[config.mk]
export PLATFORM = sky130hd
export DESIGN_NAME = sram_like_arbiter
export DESIGN_NICKNAME = d
export VERILOG_FILES = /design/src/rtl/sram_arb_pkg.sv /design/src/rtl/sram_arb_owner_fifo.sv /design/src/rtl/sram_like_arbiter.sv
export SDC_FILE = /design/constraint.sdc
export NUM_CORES = 1
export LEC_CHECK = 0
export ABC_CLOCK_PERIOD_IN_PS = 2180
export BUFFER_PORTS_ARGS = -buffer_cell sky130_fd_sc_hd__buf_2
export CAP_MARGIN = 20
export CORE_AREA = 2 2 120 122
export CTS_BUF_LIST = sky130_fd_sc_hd__clkbuf_4
export DETAILED_ROUTE_END_ITERATION = 8
export DIE_AREA = 0 0 122 124
export PLACE_DENSITY_LB_ADDON = 0.1
export RECOVER_POWER = 50
export SETUP_SLACK_MARGIN = 0.5
export SKIP_CTS_REPAIR_TIMING = 1
export SYNTH_ARGS = -nofsm -noshare
export SYNTH_HDL_FRONTEND = slang
export SYNTH_SLANG_ARGS = --single-unit
[constraint.sdc]
create_clock -name clk -period 2.18 [get_ports clk]
set_input_delay 0.545 -clock clk [delete_from_list [all_inputs] [get_ports clk]]
set_output_delay 0.545 -clock clk [all_outputs]
set_load 0.02 [all_outputs]
[src/rtl/sram_arb_pkg.sv]
// Shared encodings for the two-master sram-like arbiter: owner ids and lock-FSM states.
package sram_arb_pkg;

    localparam logic OWNER_INST = 1'b0;
    localparam logic OWNER_DATA = 1'b1;

    typedef enum logic [1:0] {
        ARB_IDLE      = 2'd0,
        ARB_LOCK_INST = 2'd1,
        ARB_LOCK_DATA = 2'd2
    } arb_state_t;

endpackage

[src/rtl/sram_arb_owner_fifo.sv]
// In-order owner FIFO: remembers which master issued each accepted request so the
// response can be routed back. The head is read combinationally for zero-latency return.
module sram_arb_owner_fifo #(
    parameter int OUTSTANDING = 2
) (
    input  logic                         clk,
    input  logic                         rst,
    input  logic                         push,
    input  logic                         push_owner,
    input  logic                         pop,
    output logic                         full,
    output logic                         empty,
    output logic                         head,
    output logic [$clog2(OUTSTANDING):0] count
);
    import sram_arb_pkg::*;

    localparam int PW = (OUTSTANDING > 1) ? $clog2(OUTSTANDING) : 1;
    localparam int CW = $clog2(OUTSTANDING) + 1;

    logic          mem [OUTSTANDING];
    logic [PW-1:0] wr_ptr_reg;
    logic [PW-1:0] rd_ptr_reg;
    logic [CW-1:0] count_reg;
    logic          do_push;
    logic          do_pop;

    function automatic logic [PW-1:0] ptr_inc(input logic [PW-1:0] ptr);
        return (ptr == PW'(OUTSTANDING - 1)) ? '0 : ptr + PW'(1);
    endfunction

    assign full    = (count_reg == CW'(OUTSTANDING));
    assign empty   = (count_reg == '0);
    assign do_push = push & ~full;
    assign do_pop  = pop & ~empty;
    assign head    = mem[rd_ptr_reg];
    assign count   = count_reg;

    always_ff @(posedge clk or posedge rst) begin
        if (rst) begin
            wr_ptr_reg <= '0;
            rd_ptr_reg <= '0;
            count_reg  <= '0;
        end else begin
            if (do_push) wr_ptr_reg <= ptr_inc(wr_ptr_reg);
            if (do_pop)  rd_ptr_reg <= ptr_inc(rd_ptr_reg);
            // Simultaneous push and pop leave the occupancy unchanged.
            case ({do_push, do_pop})
                2'b10:   count_reg <= count_reg + CW'(1);
                2'b01:   count_reg <= count_reg - CW'(1);
                default: count_reg <= count_reg;
            endcase
        end
    end

    always_ff @(posedge clk) begin
        if (do_push) mem[wr_ptr_reg] <= push_owner;
    end

endmodule

[src/rtl/sram_like_arbiter.sv]
// Two-master (inst/data) to one-slave sram-like arbiter with grant locking and in-order
// response routing. Define SRAM_ARB_RR_EN for round-robin ties; default is data-first priority.
module sram_like_arbiter #(
    parameter int OUTSTANDING = 2
) (
    input  logic        clk,
    input  logic        rst,
    input  logic        inst_req,
    input  logic        inst_wr,
    input  logic [1:0]  inst_size,
    input  logic [31:0] inst_addr,
    input  logic [31:0] inst_wdata,
    output logic        inst_addr_ok,
    output logic        inst_data_ok,
    output logic [31:0] inst_rdata,
    input  logic        data_req,
    input  logic        data_wr,
    input  logic [1:0]  data_size,
    input  logic [31:0] data_addr,
    input  logic [31:0] data_wdata,
    output logic        data_addr_ok,
    output logic        data_data_ok,
    output logic [31:0] data_rdata,
    output logic        s_req,
    output logic        s_wr,
    output logic [1:0]  s_size,
    output logic [31:0] s_addr,
    output logic [31:0] s_wdata,
    input  logic        s_addr_ok,
    input  logic        s_data_ok,
    input  logic [31:0] s_rdata
);
    import sram_arb_pkg::*;

    localparam int CW = $clog2(OUTSTANDING) + 1;

    arb_state_t    state_reg;
    arb_state_t    state_next;
    logic          grant;
    logic          grant_valid;
    logic          tie_owner;
    logic          room;
    logic          accept;
    logic          pop;
    logic          fifo_full;
    logic          fifo_empty;
    logic          fifo_head;
    logic [CW-1:0] fifo_count;
    logic [1:0]    req_vec;
    logic [1:0]    addr_ok_vec;
    logic [1:0]    data_ok_vec;

    assign req_vec = {data_req, inst_req};
    assign room    = (fifo_count < CW'(OUTSTANDING));
    assign accept  = s_req & s_addr_ok;
    assign pop     = s_data_ok & ~fifo_empty;

`ifdef SRAM_ARB_RR_EN
    logic rr_ptr_reg;

    // rr_ptr_reg holds the most recently accepted owner; a tie goes to the other one.
    always_ff @(posedge clk or posedge rst) begin
        if (rst)         rr_ptr_reg <= OWNER_INST;
        else if (accept) rr_ptr_reg <= grant;
    end

    assign tie_owner = ~rr_ptr_reg;
`else
    assign tie_owner = OWNER_DATA;
`endif

    always_ff @(posedge clk or posedge rst) begin
        if (rst) state_reg <= ARB_IDLE;
        else     state_reg <= state_next;
    end

    always_comb begin
        grant       = OWNER_DATA;
        grant_valid = 1'b0;
        state_next  = state_reg;
        case (state_reg)
            ARB_LOCK_INST: begin
                grant       = OWNER_INST;
                grant_valid = inst_req;
            end
            ARB_LOCK_DATA: begin
                grant       = OWNER_DATA;
                grant_valid = data_req;
            end
            default: begin
                if (inst_req && data_req) begin
                    grant       = tie_owner;
                    grant_valid = room;
                end else if (data_req) begin
                    grant       = OWNER_DATA;
                    grant_valid = room;
                end else if (inst_req) begin
                    grant       = OWNER_INST;
                    grant_valid = room;
                end
            end
        endcase

        s_req = grant_valid & ~fifo_full & ~rst;

        // A presented but unaccepted request pins the grant until the slave takes it.
        case (state_reg)
            ARB_LOCK_INST,
            ARB_LOCK_DATA: if (s_addr_ok) state_next = ARB_IDLE;
            default: begin
                if (s_req && !s_addr_ok)
                    state_next = (grant == OWNER_INST) ? ARB_LOCK_INST : ARB_LOCK_DATA;
            end
        endcase
    end

    assign s_wr    = (grant == OWNER_DATA) ? data_wr    : inst_wr;
    assign s_size  = (grant == OWNER_DATA) ? data_size  : inst_size;
    assign s_addr  = (grant == OWNER_DATA) ? data_addr  : inst_addr;
    assign s_wdata = (grant == OWNER_DATA) ? data_wdata : inst_wdata;

    genvar gi;
    generate
        for (gi = 0; gi < 2; gi++) begin : g_master
            assign addr_ok_vec[gi] = accept & (grant == 1'(gi));
            assign data_ok_vec[gi] = pop & (fifo_head == 1'(gi));
        end
    endgenerate

    assign inst_addr_ok = addr_ok_vec[OWNER_INST];
    assign data_addr_ok = addr_ok_vec[OWNER_DATA];
    assign inst_data_ok = data_ok_vec[OWNER_INST];
    assign data_data_ok = data_ok_vec[OWNER_DATA];
    assign inst_rdata   = s_rdata;
    assign data_rdata   = s_rdata;

    sram_arb_owner_fifo #(
        .OUTSTANDING(OUTSTANDING)
    ) u_owner_fifo (
        .clk       (clk),
        .rst       (rst),
        .push      (accept),
        .push_owner(grant),
        .pop       (pop),
        .full      (fifo_full),
        .empty     (fifo_empty),
        .head      (fifo_head),
        .count     (fifo_count)
    );

endmodule

Yosys cells after proc, flatten, opt, wreduce, memory -nomap -nowiden
Memory sizes are Yosys's and may differ from the RTL's.
Index checks and enable logic that the tools add are counted.
{ "classes": {"add_sub_neg": 4, "mul": 0, "n_div": 0, "magnitude_cmp": 1, "n_eq_ne": 6, "shifts": 0, "n_mux": 21, "bitwise_logic": 15, "n_reduce_logical": 8} }
{ "ops": {"columns": ["operator", "n"], "rows": [
  ["32-bit 2-to-1 mux", 2],
  ["1-bit 2-to-1 mux", 11],
  ["1-bit bitwise AND", 10],
  ["2-bit 2-to-1 mux", 5],
  ["2-bit == test, second input constant", 3],
  ["1-bit inverter", 5],
  ["2-bit by 1-bit == test with 1-bit output, second input constant", 2],
  ["1-bit case mux with 2 select lines", 2],
  ["2-bit case mux with 2 select lines", 1],
  ["2-bit nonzero test", 2],
  ["1-bit adder, second input constant", 2],
  ["2-bit by 1-bit adder with 2-bit output, second input constant", 1],
  ["1-bit logical AND", 2],
  ["2-bit zero test", 1],
  ["2-bit less-than comparator, second input constant", 1],
  ["2-bit inequality test, second input constant", 1],
  ["2-bit AND reduction", 1],
  ["2-bit OR reduction", 1],
  ["2-bit by 1-bit subtractor with 2-bit output, second input constant", 1],
  ["1-bit zero test", 1]
]} }
{ "word_totals": {"reg_bits": 6, "latch_bits": 0, "mem_bits_rw": 2, "mem_bits_ro": 0, "wordCells": 60, "mem_count": 1} }
{ "memory_table": {"columns": ["memory", "words", "width", "read_ports", "rd_ports_with_merged_regs", "write_ports", "line", "rtl"], "rows": [
  ["u_owner_fifo.mem", 2, 1, 1, 0, 1, "sram_arb_owner_fifo.sv:21", "logic mem [OUTSTANDING];"]
]} }

Logic depth before layout (Yosys ltp)
Gate-level depths: netlist (run 1).
{ "depth": {"ltp_word": 11, "depth_mapped": 10, "ltp_nobuf": 10} }

By module
A second synthesis (run 1) with hierarchy kept.
{ "hier_totals": {"cells_unflattened": 189, "hier_area_um2": 1794.2} }
{ "modules_own_cells": {"columns": ["module", "n_inst", "cells_each", "area_each_um2", "seq_area_each_um2"], "rows": [
  ["sram_like_arbiter", 1, 167, 1522.7, 50.0],
  ["sram_arb_owner_fifo", 1, 22, 271.5, 160.2]
]} }

Least setup slack after synthesis (run 1)
Ideal clock, no wire load.
{ "synth_path": {"path_kind": "flip-flop to output port", "startpoint": "reg state_reg[0]", "endpoint": "out inst_addr_ok", "arrival_time_ps": 1873, "setup_slack_ps": -238, "stages_incl_launch_ff": 10, "path_buffers": 3, "cell_sequence": "dfrtp_1 > inv_1 > ha_1 > nor2_1 > a31o_1 > buf_6 > buf_6 > buf_6 > inv_1 > nor3_1"} }
{ "synth_rtl": {"columns": ["item", "line", "rtl"], "rows": [
  ["from (decl)", "sram_like_arbiter.sv:37", "arb_state_t state_reg;"],
  ["from (signal assigned)", "sram_like_arbiter.sv:74", "else state_reg <= state_next;"],
  ["2-bit == test / 2-bit by 1-bit == test with 1-bit output (equally long branches)", "sram_like_arbiter.sv:81", "case (state_reg)"],
  ["1-bit case mux with 2 select lines *", "sram_like_arbiter.sv:81", null],
  ["named net grant", "sram_like_arbiter.sv:39", "logic grant;"],
  ["1-bit inverter *", "sram_like_arbiter.sv:125", "assign addr_ok_vec[gi] = accept & (grant == 1'(gi));"],
  ["1-bit bitwise AND *", "sram_like_arbiter.sv:125", null],
  ["to (decl)", "sram_like_arbiter.sv:13", "output logic inst_addr_ok,"]
]} }
The timed path passes the listed nets; every way through them passes the cells marked *.

Worst setup path after layout (run 1)
{ "layout_path": {"startpoint": "reg state_reg[1]", "endpoint": "out s_addr[27]"} }
{ "layout_between": {"elab_chain_cells": 3} }
{ "layout_lines": {"columns": ["item", "line", "rtl"], "rows": [
  ["2-bit == test / 2-bit by 1-bit == test with 1-bit output (equally long branches)", "sram_like_arbiter.sv:81", null],
  ["1-bit case mux with 2 select lines *", "sram_like_arbiter.sv:81", null],
  ["32-bit 2-to-1 mux *", "sram_like_arbiter.sv:119", "assign s_addr = (grant == OWNER_DATA) ? data_addr : inst_addr;"],
  ["to (decl)", "sram_like_arbiter.sv:27", "output logic [31:0] s_addr,"]
]} }
Mark *: on every way between the ends. The rest lies on a longest branch, timed or not.

==> results of run 1 <==
[cell usage after synthesis]
cell      count
o21bai_1      1
a2111o_1      1
a21oi_1       1
buf_6         3
edfxtp_1      2
nor4b_2       1
a22oi_1       2
o22ai_1       1
a31o_1        1
nor4_1        1
nor2b_1       2
nand2b_1      3
mux2i_1       1
nand2_1       1
nor3_1        2
o21ai_0       2
buf_4        64
inv_2         1
o41ai_1       1
mux2_4        8
mux2_2       59
ha_1          3
and3_1        1
dfrtp_1       6
buf_2         6
a221oi_1      1
inv_1         8
xnor2_1       3
a32o_1        1
nor2_1        5
xor2_1        1
[area by class of cell]
cell class / instances / share of cell area, %
repair buffers: 233 / 50.1
multi-input cells: 103 / 34.5
well taps: 180 / 6.90
flip-flops and latches: 8 / 6.52
inverters: 9 / 1.04
clock buffers: 4 / 0.921
[critical path, delay by kind of cell (launching register included)]
kind,cells,cell delay [ns]
buffers and inverters,3,0.48
DFF,1,0.40
adders and majority gates,1,0.30
muxes,1,0.27
AOI/OAI and AO/OA,1,0.21
and+or+nand+nor,1,0.04
[power breakdown]
part	internal, mW	switching (mW)
combinational	3.09	2.56
clock	0.0825	0.0510
sequential	0.236	0.0708
total	3.41	2.68
[through the flow]
step | hold WS, ns | setup TNS, ns | power, mW | util, %
finish | 0.273 | -19.82 | 6.09 | 23.8
global route | 0.289 | -26.05 | 6.49 | 23.8
CTS | 0.242 | -23.23 | 4.70 | 20.1
detailed placement | 0.502 | -3.46 | 4.53 | 19.9
global placement | 0.506 | -3.77 | 4.58 | 19.9
floorplan | 0.336 | 0 | 3.51 | -
[worst max path at each step]
| stage | endpoint | slack (ns) | depth (start not counted) |
|---|---|---|---|
| after floorplan | s_wdata[1] | 0.0004 | 7 |
| after global placement | s_addr[23] | -0.09 | 6 |
| after detailed placement | s_addr[23] | -0.08 | 6 |
| after CTS | s_addr[23] | -0.37 | 6 |
| after global routing | s_addr[16] | -0.39 | 8 |
| final | s_addr[27] | -0.31 | 7 |
[kinds of logic (layout without fill, tap and decap cells)]
group,after synthesis,after routing,share of synthesized area [%]
adders and majority gates,3,3,2.04
buffers and inverters,82,246,31.4
AOI/OAI and AO/OA,12,12,4.97
and+or+nand+nor,16,16,4.97
DFF,8,8,11.4
muxes,68,68,43.2
xor gates and xnor gates,4,4,1.91
[layer usage]
layer / vias up / global-route usage [%] / part of all wire, %
met5: - / 0 / 0
met4: 0 / 1.65 / 0.58
met3: 10 / 3.98 / 10
met2: 131 / 13.4 / 51
met1: 896 / 9.72 / 38
li1: 931 / - / -
==> key figures, run 1 <==
Status
  – Outcome: finished, violations left
  – Failing checks: negative setup slack

Global routing
  – Vias in the first global route: approximately 1900
  – GRT Total Usage: under 10%
  – Initial antenna violation count: 0
  – Remaining Overflow, GRT: 0
  – Pin count of the biggest net entering global routing: 36
  – First-pass GRT wire length: about 9600 µm

Floorplanning
  – Core area: about 14000 µm²
  – Die width: approximately 120 µm
  – Die H: around 120 µm
  – Initial core utilization: a little over an eighth
  – Die area: 15100 µm²
  – Num rows: 43
  – I/O Pins: about 310

STA
  – Final Hold Viols: 0
  – Final setup viols: 70
  – RSZ-0062 raised after global routing: yes
  – Final Max Tran Viols: 0
  – Final worst-path setup slack: -0.314 ns
  – Worst Max-Slew Pin Slew: 0.314 ns
  – Fmax: roughly 400 MHz
  – Relative slew slack: between 70% and 80%
  – Final cycle utilization of the critical path: 114%
  – Final Skew: ~0.0058 ns
  – Minimum clock period: ~2.5 ns

Worst setup path
  – CP Data Required Time: about 1.6 ns
  – FF-to-FF setup slack: around 0.060 ns
  – Worst R2R End: u_owner_fifo.count[1]
  – Crit path capture type: primary output
  – CP cell instances: ha_4 -> nor2_2 -> a31o_4 -> buf_12 -> clkbuf_16 -> mux2_2 -> buf_2
  – FF-to-FF Start: state_reg[0]
  – Slowest stage delay, CP: about 0.40 ns
  – CP Data Arrival Time: 1.95 ns
  – Worst setup SP type: flop
  – R2R cell count: 10
  – Worst Setup SP: state_reg[1]
  – Critical path class: flop to primary output
  – Crit-path max FO: 9
  – Worst path slowest cell: dfrtp_1

Drt
  – Drt first pass iters: 4
  – DRT iter0 DRCs: 24
  – Residual DRC: 0
  – WL final: 7630 µm
  – Vias: between 1500 and 2000
  – Routed length per instance: approximately 14 µm
  – DR vias/cell: about 3.7
  – Routed Antenna Nets: 0

Finish
  – Commonest cells after routing, fill and taps aside: 161 x buf_2, 59 x mux2_2, 47 x buf_6, 16 x buf_4, 8 x mux2_4
  – Layout cells sized above 1: 89.4%
  – Most common cell after layout, fill and taps aside: buf_2
  – Area Growth Syn to Fin: 77.5%
  – Finished layout cell area: ~3300 µm²
  – Non-filler cells, final: 537
  – Fill cells: 1543
  – Final nets: 533
  – Ant. Diodes: 0
  – Multi-input logic area: approximately 1100 µm²
  – Reg area: 213 µm²

Synthesis
  – Sequential area share after synthesis: a little under an eighth
  – Cell variety after synth: 31
  – Synth top area share: between 30 and 40%
  – Gate Count Post-Synth: slightly below 200
  – Synthesized netlist net count: 368
  – Yosys warns: 0
  – Mapped Area: ~1800 µm²
  – Syn avg cell area: ~9.5 µm²
  – Synth area leaders: mux2_2 36%, buf_4 26%, dfrtp_1 8.2%
  – Synthesis-stage register bit count: 8
  – Post-synth top area cell: mux2_2

Place
  – HPWL Detailed: about 6200 µm
  – Place WS: -0.0840 ns
  – Buffers on Ports: 211
  – Inst Count DP: 522
  – Routability cong.: between 0.7 and 0.8
  – Placed inst area: 2730 µm²

Pwr
  – Leak: roughly 1.6 nW
  – Max VDD drop: roughly 0.55 mV
  – Power Density: between 1500 and 2000 nW/µm²

CTS
  – Root buffer cell: clkbuf_4
  – Max Buffers Root-to-Sink: 2
  – CTS Buf Count: 3
  – Num Clock Sinks: 8
  – Clock-pin slew on the worst setup and hold paths: ~0.060 ns
  – H-Tree Depth: 1
  – CTS tree: done
  – Clk Latency, worst-skew pair: approximately 0.25 ns

Job
  – Max cap viols: 0

Min path
  – Worst hold path class: input pin to asynchronous set/reset pin
(Power assumes the default switching activity.)
==> run 2, diff against run 1 <==
- CTS_BUF_LIST: sky130_fd_sc_hd__clkbuf_4 -> sky130_fd_sc_hd__clkbuf_16
==> run 2 against run 1 <==
- the run still ends with negative setup slack left
- critical path depth unchanged
- cell count unchanged
- worst setup slack improved by 0.017 ns
==> key figures, run 2 (same netlist as run 1, synthesis figures left out) <==
Finish
  – Commonest cells after routing, fill and taps aside: 161 x buf_2, 59 x mux2_2, 47 x buf_6, 16 x buf_4, 8 x mux2_4
  – Finished layout cell area: ~3300 µm²
  – Area Growth Syn to Fin: 80.1%
  – Most common cell after layout, fill and taps aside: buf_2
  – Ant. Diodes: 0
  – Layout cells sized above 1: between 80% and 90%
  – Final nets: 533

STA
  – Final Skew: approximately 0.0022 ns
  – Minimum clock period: between 2 and 2.5 ns
  – Final cycle utilization of the critical path: 114%
  – Fmax: slightly above 400 MHz
  – Relative slew slack: 77.7%
  – RSZ-0062 raised after global routing: yes
  – Final Max Tran Viols: 0
  – Final worst-path setup slack: -0.297 ns
  – Worst Max-Slew Pin Slew: ~0.33 ns
  – Final hold slack: slightly above 0.3 ns
  – Final setup viols: 70
  – Final Hold Viols: 0

Floorplanning
  – Num rows: between 40 and 50
  – I/O Pins: between 300 and 400
  – Die H: between 100 and 150 µm
  – Core area: roughly 14000 µm²
  – Initial core utilization: between 10% and 20%
  – Die width: about 120 µm
  – Die area: around 15000 µm²

Global routing
  – Busiest grt layer: met2
  – Pin count of the biggest net entering global routing: 36
  – Initial antenna violation count: 0
  – Remaining Overflow, GRT: 0
  – Vias in the first global route: between 1500 and 2000
  – Grt met1 use: 9.72%
  – GR Util met2: between 10 and 15%
  – First-pass GRT wire length: just under 10000 µm
  – GRT Total Usage: under 10%
  – GR met3 Demand/Resource: under 10%

Drt
  – Routed Antenna Nets: 0
  – Residual DRC: 0
  – Routed length per instance: about 14 µm
  – Vias: about 2000
  – DRT iter0 DRCs: 45
  – DR vias/cell: between 3 and 4
  – Drt first pass iters: 4
  – WL final: 7700 µm

Status
  – Outcome: finished, violations left
  – Failing checks: negative setup slack

Worst setup path
  – CP cell instances: ha_4 -> nor2_2 -> a31o_4 -> buf_12 -> clkbuf_16 -> mux2_2 -> buf_2
  – Crit path capture type: primary output
  – CP Data Arrival Time: 1.93 ns
  – Slowest stage delay, CP: about 0.40 ns
  – Critical path's top delay family: buffers and inverters
  – Worst R2R End: u_owner_fifo.count[1]
  – Crit-path max FO: 9
  – CP Depth: 7
  – CP Buf/Inv Count: 3
  – FF-to-FF Start: state_reg[0]
  – Worst setup SP type: flop
  – CP Data Required Time: around 1.6 ns
  – Critical path class: flop to primary output
  – Worst path slowest cell: dfrtp_1
  – R2R cell count: 11
  – FF-to-FF setup slack: ~0.07 ns

CTS
  – H-Tree Depth: 1
  – Num Clock Sinks: 8
  – CTS Buf Count: 3
  – Clock-pin slew on the worst setup and hold paths: 0.04 ns
  – Root buffer cell: clkbuf_16
  – CTS tree: done
  – Clk Latency, worst-skew pair: 0.23 ns
  – Max Buffers Root-to-Sink: 2

Pwr
  – NetSw: 2.71 mW
  – Max VDD drop: about 0.55 mV
  – Sw Share: a little over two fifths
  – Internal: between 3 and 4 mW
  – Clock power frac: under 10%
  – Combinational power share: about nine tenths
  – Power Density: 1900 nW/µm²
  – Reg power frac: under 10%
  – Leak: approximately 1.7 nW

Job
  – Max cap viols: 0

Place
  – HPWL Detailed: roughly 6200 µm
  – Placed inst area: around 2700 µm²
  – Routability cong.: a little over 0.7
  – Buffers on Ports: around 210

Min path
  – Worst hold path class: input pin to asynchronous set/reset pin
==> run 2: power groups by stage <==
stage	combinational, mW	sequential, mW	clock [mW]
floorplan	3.22	0.285	0
global placement	4.27	0.303	0
detailed placement	4.24	0.299	0
CTS	4.26	0.298	0.321
global route	6.02	0.317	0.330
finish	5.66	0.304	0.313
==> run 2: final cells by class <==
type	instances	area [µm²]
sequential	8	211
clock buffer	3	75.1
timing repair buffer	233	1630
multi-input combinational	103	1130
clock inverter	1	3.75
fill	1537	10400
tap	180	225
inverter	9	33.8
==> run 2: stage by stage <==
stage	std cells	util (%)	total power, mW	setup TNS (ns)	setup WS [ns]
after floorplan	193	-	3.51	0	0.000449
after global placement	522	19.9	4.58	-3.77	-0.0939
after detailed placement	522	19.9	4.53	-3.46	-0.0840
after CTS	526	20.5	4.87	-20.69	-0.331
after global routing	537	24.1	6.67	-23.38	-0.356
final	537	24.1	6.27	-18.66	-0.297
==> run 2: metal layers <==
metal	part of all wire, %	routed length, µm
met5	0	0
met4	0.78	60
met3	11	812
met2	51	3930
met1	38	2900
==> run 2: worst max path at each step <==
stage | startpoint | to | slack, ns
after floorplan | state_reg[1] | s_wdata[1] | 0.0004
after global placement | state_reg[1] | s_addr[23] | -0.09
after detailed placement | state_reg[1] | s_addr[23] | -0.08
after CTS | state_reg[1] | s_addr[23] | -0.33
final | state_reg[1] | s_addr[27] | -0.30
after global routing | state_reg[1] | s_wdata[22] | -0.36
==> run 2: worst reg2reg max path: stages (launching register included) <==
cell,delay [ns]
dfrtp_1,0.37
buf_4,0.13
buf_4,0.12
ha_1,0.21
a221oi_1,0.30
a2111o_1,0.26
inv_2,0.08
nand2_2,0.08
ha_4,0.12
xnor2_1,0.11
nor2_1,0.07
xor2_1,0.14
==> run 3, diff against run 2 <==
- ABC_CLOCK_PERIOD_IN_PS: 2180 -> 2300
- CELL_PAD_IN_SITES_DETAIL_PLACEMENT: unset -> 1
- CELL_PAD_IN_SITES_GLOBAL_PLACEMENT: unset -> 2
- CORE_AREA: 2 2 120 122 -> unset
- CORE_UTILIZATION: unset -> 12
- DIE_AREA: 0 0 122 124 -> unset
- clock period: 2.18 -> 2.3 ns (I/O delays scaled with it)
==> run 3 against run 2 <==
- the run still ends with negative setup slack left
- total power fell by 0.26%
- non-clock buffer count did not move
- first-iteration DRC count fell by 11%
- combinational power barely moved
- die area rose by 4.5%
- clock power fell by 7.3%
- largest power group unchanged
==> key figures, run 3 (same netlist as run 1, synthesis figures left out) <==
Status
  – Outcome: finished, violations left
  – Failing checks: negative setup slack

STA
  – Fmax: between 300 and 400 MHz
  – Final worst-path setup slack: -0.223 ns
  – Relative slew slack: approximately two thirds
  – Final Skew: 0.00380 ns
  – Final setup viols: 70
  – Worst Max-Slew Pin Slew: slightly above 0.5 ns
  – Final Hold Viols: 0
  – RSZ-0062 raised after global routing: yes
  – Minimum clock period: roughly 2.5 ns
  – Final cycle utilization of the critical path: 110%
  – Final Max Tran Viols: 0

Place
  – Buffers on Ports: ~210
  – Routability cong.: approximately 0.75
  – Placed inst area: 2740 µm²
  – Inst Count DP: 527
  – HPWL Detailed: roughly 7300 µm

Finish
  – Final nets: between 500 and 600
  – Ant. Diodes: 0
  – Layout cells sized above 1: ~88%
  – Area Growth Syn to Fin: 84.9%
  – Fill cells: 1756
  – Non-filler cells, final: approximately 540
  – Finished layout cell area: between 3000 and 4000 µm²
  – Most common cell after layout, fill and taps aside: buf_2
  – Commonest cells after routing, fill and taps aside: 148 x buf_2, 62 x buf_6, 59 x mux2_2, 13 x buf_4, 8 x mux2_4

Floorplanning
  – I/O Pins: slightly above 300
  – Die H: ~130 µm
  – Die width: ~130 µm
  – Core area: 14800 µm²
  – Initial core utilization: 12.5%
  – Num rows: 44
  – Die area: around 16000 µm²

CTS
  – CTS Buf Count: 3
  – CTS tree: done
  – Max Buffers Root-to-Sink: 2
  – Clk Latency, worst-skew pair: 0.23 ns
  – Root buffer cell: clkbuf_16
  – Clock-pin slew on the worst setup and hold paths: approximately 0.040 ns
  – Num Clock Sinks: 8
  – H-Tree Depth: 1

Drt
  – WL final: approximately 8800 µm
  – Residual DRC: 0
  – DR vias/cell: 3.74
  – Routed length per instance: 16.2 µm
  – DRT iter0 DRCs: 40
  – Drt first pass iters: 3
  – Routed Antenna Nets: 0
  – Vias: about 2000

Global routing
  – Pin count of the biggest net entering global routing: 33
  – First-pass GRT wire length: roughly 12000 µm
  – Initial antenna violation count: 0
  – GRT Total Usage: approximately 9.6%
  – Remaining Overflow, GRT: 0
  – Vias in the first global route: approximately 2100

Worst setup path
  – CP Data Required Time: about 1.7 ns
  – Crit-path max FO: 8
  – Critical path class: flop to primary output
  – Worst setup SP type: flop
  – CP Data Arrival Time: between 1.5 and 2 ns
  – Crit path capture type: primary output

Job
  – Max cap viols: 0

Min path
  – Worst hold path class: input pin to asynchronous set/reset pin

Pwr
  – Max VDD drop: 0.628 mV
  – Leak: 1.69 nW
  – Power Density: roughly 1800 nW/µm²
  – Total Power: 6.26 mW
## run 3: cell counts in the layout (fill, tap and decap cells not counted)
Identical to the previous run, type by type.
## run 3: stage by stage
step	setup TNS [ns]	hold slack, ns	util [%]	setup WS, ns
2_1_floorplan	0	0.366	-	0.0904
3_3_place_gp	-0.0129	0.505	18.6	-0.0129
3_5_place_dp	-0.0117	0.507	18.6	-0.0117
4_1_cts	-15.22	0.310	19.1	-0.269
5_1_grt	-17.36	0.404	23.0	-0.277
6_report	-13.62	0.340	23.0	-0.223
## run 3: critical path, cell delays in order (launching register included)
cell and delay (ns):
dfrtp_1 0.42, ha_4 0.31, nor2_4 0.03, a31o_4 0.21
buf_12 0.15, clkbuf_16 0.16, mux2_2 0.28, buf_6 0.13
## run 3: worst paths after layout
kind,start,to,slack [ns],depth (start not counted)
max,state_reg[1],s_wdata[24],-0.22,7
min,rst,u_owner_fifo.wr_ptr_reg,0.34,2
max reg2reg,state_reg[1],u_owner_fifo.count[1],0.11,11
min reg2reg,u_owner_fifo.count[0],u_owner_fifo.count[0],0.57,1
max in group asynchronous,rst,u_owner_fifo.count[0],1.76,2
min in group clk,u_owner_fifo.count[0],u_owner_fifo.count[0],0.57,1
## run 3: power breakdown
part,switching [mW],internal [mW]
combinational,2.52,3.16
clock,0.0644,0.226
sequential,0.0741,0.220
## run 3: metal layers
metal  track usage (%)  up-vias  wire, µm
li1                  -      928         -
met1              8.90      971      2660
met2              19.5      111      5210
met3              3.36       12       783
met4              2.83        0       115
met5                 0        -         0
## run 3: cell type report
type	count	area, µm²	area share (%)
inverter	9	33.8	0.994
sequential	8	210	6.19
clock buffer	3	75.1	2.21
clock inverter	1	3.75	0.110
timing repair buffer	233	1730	50.9
multi-input combinational	103	1110	32.8
tap	184	230	6.77
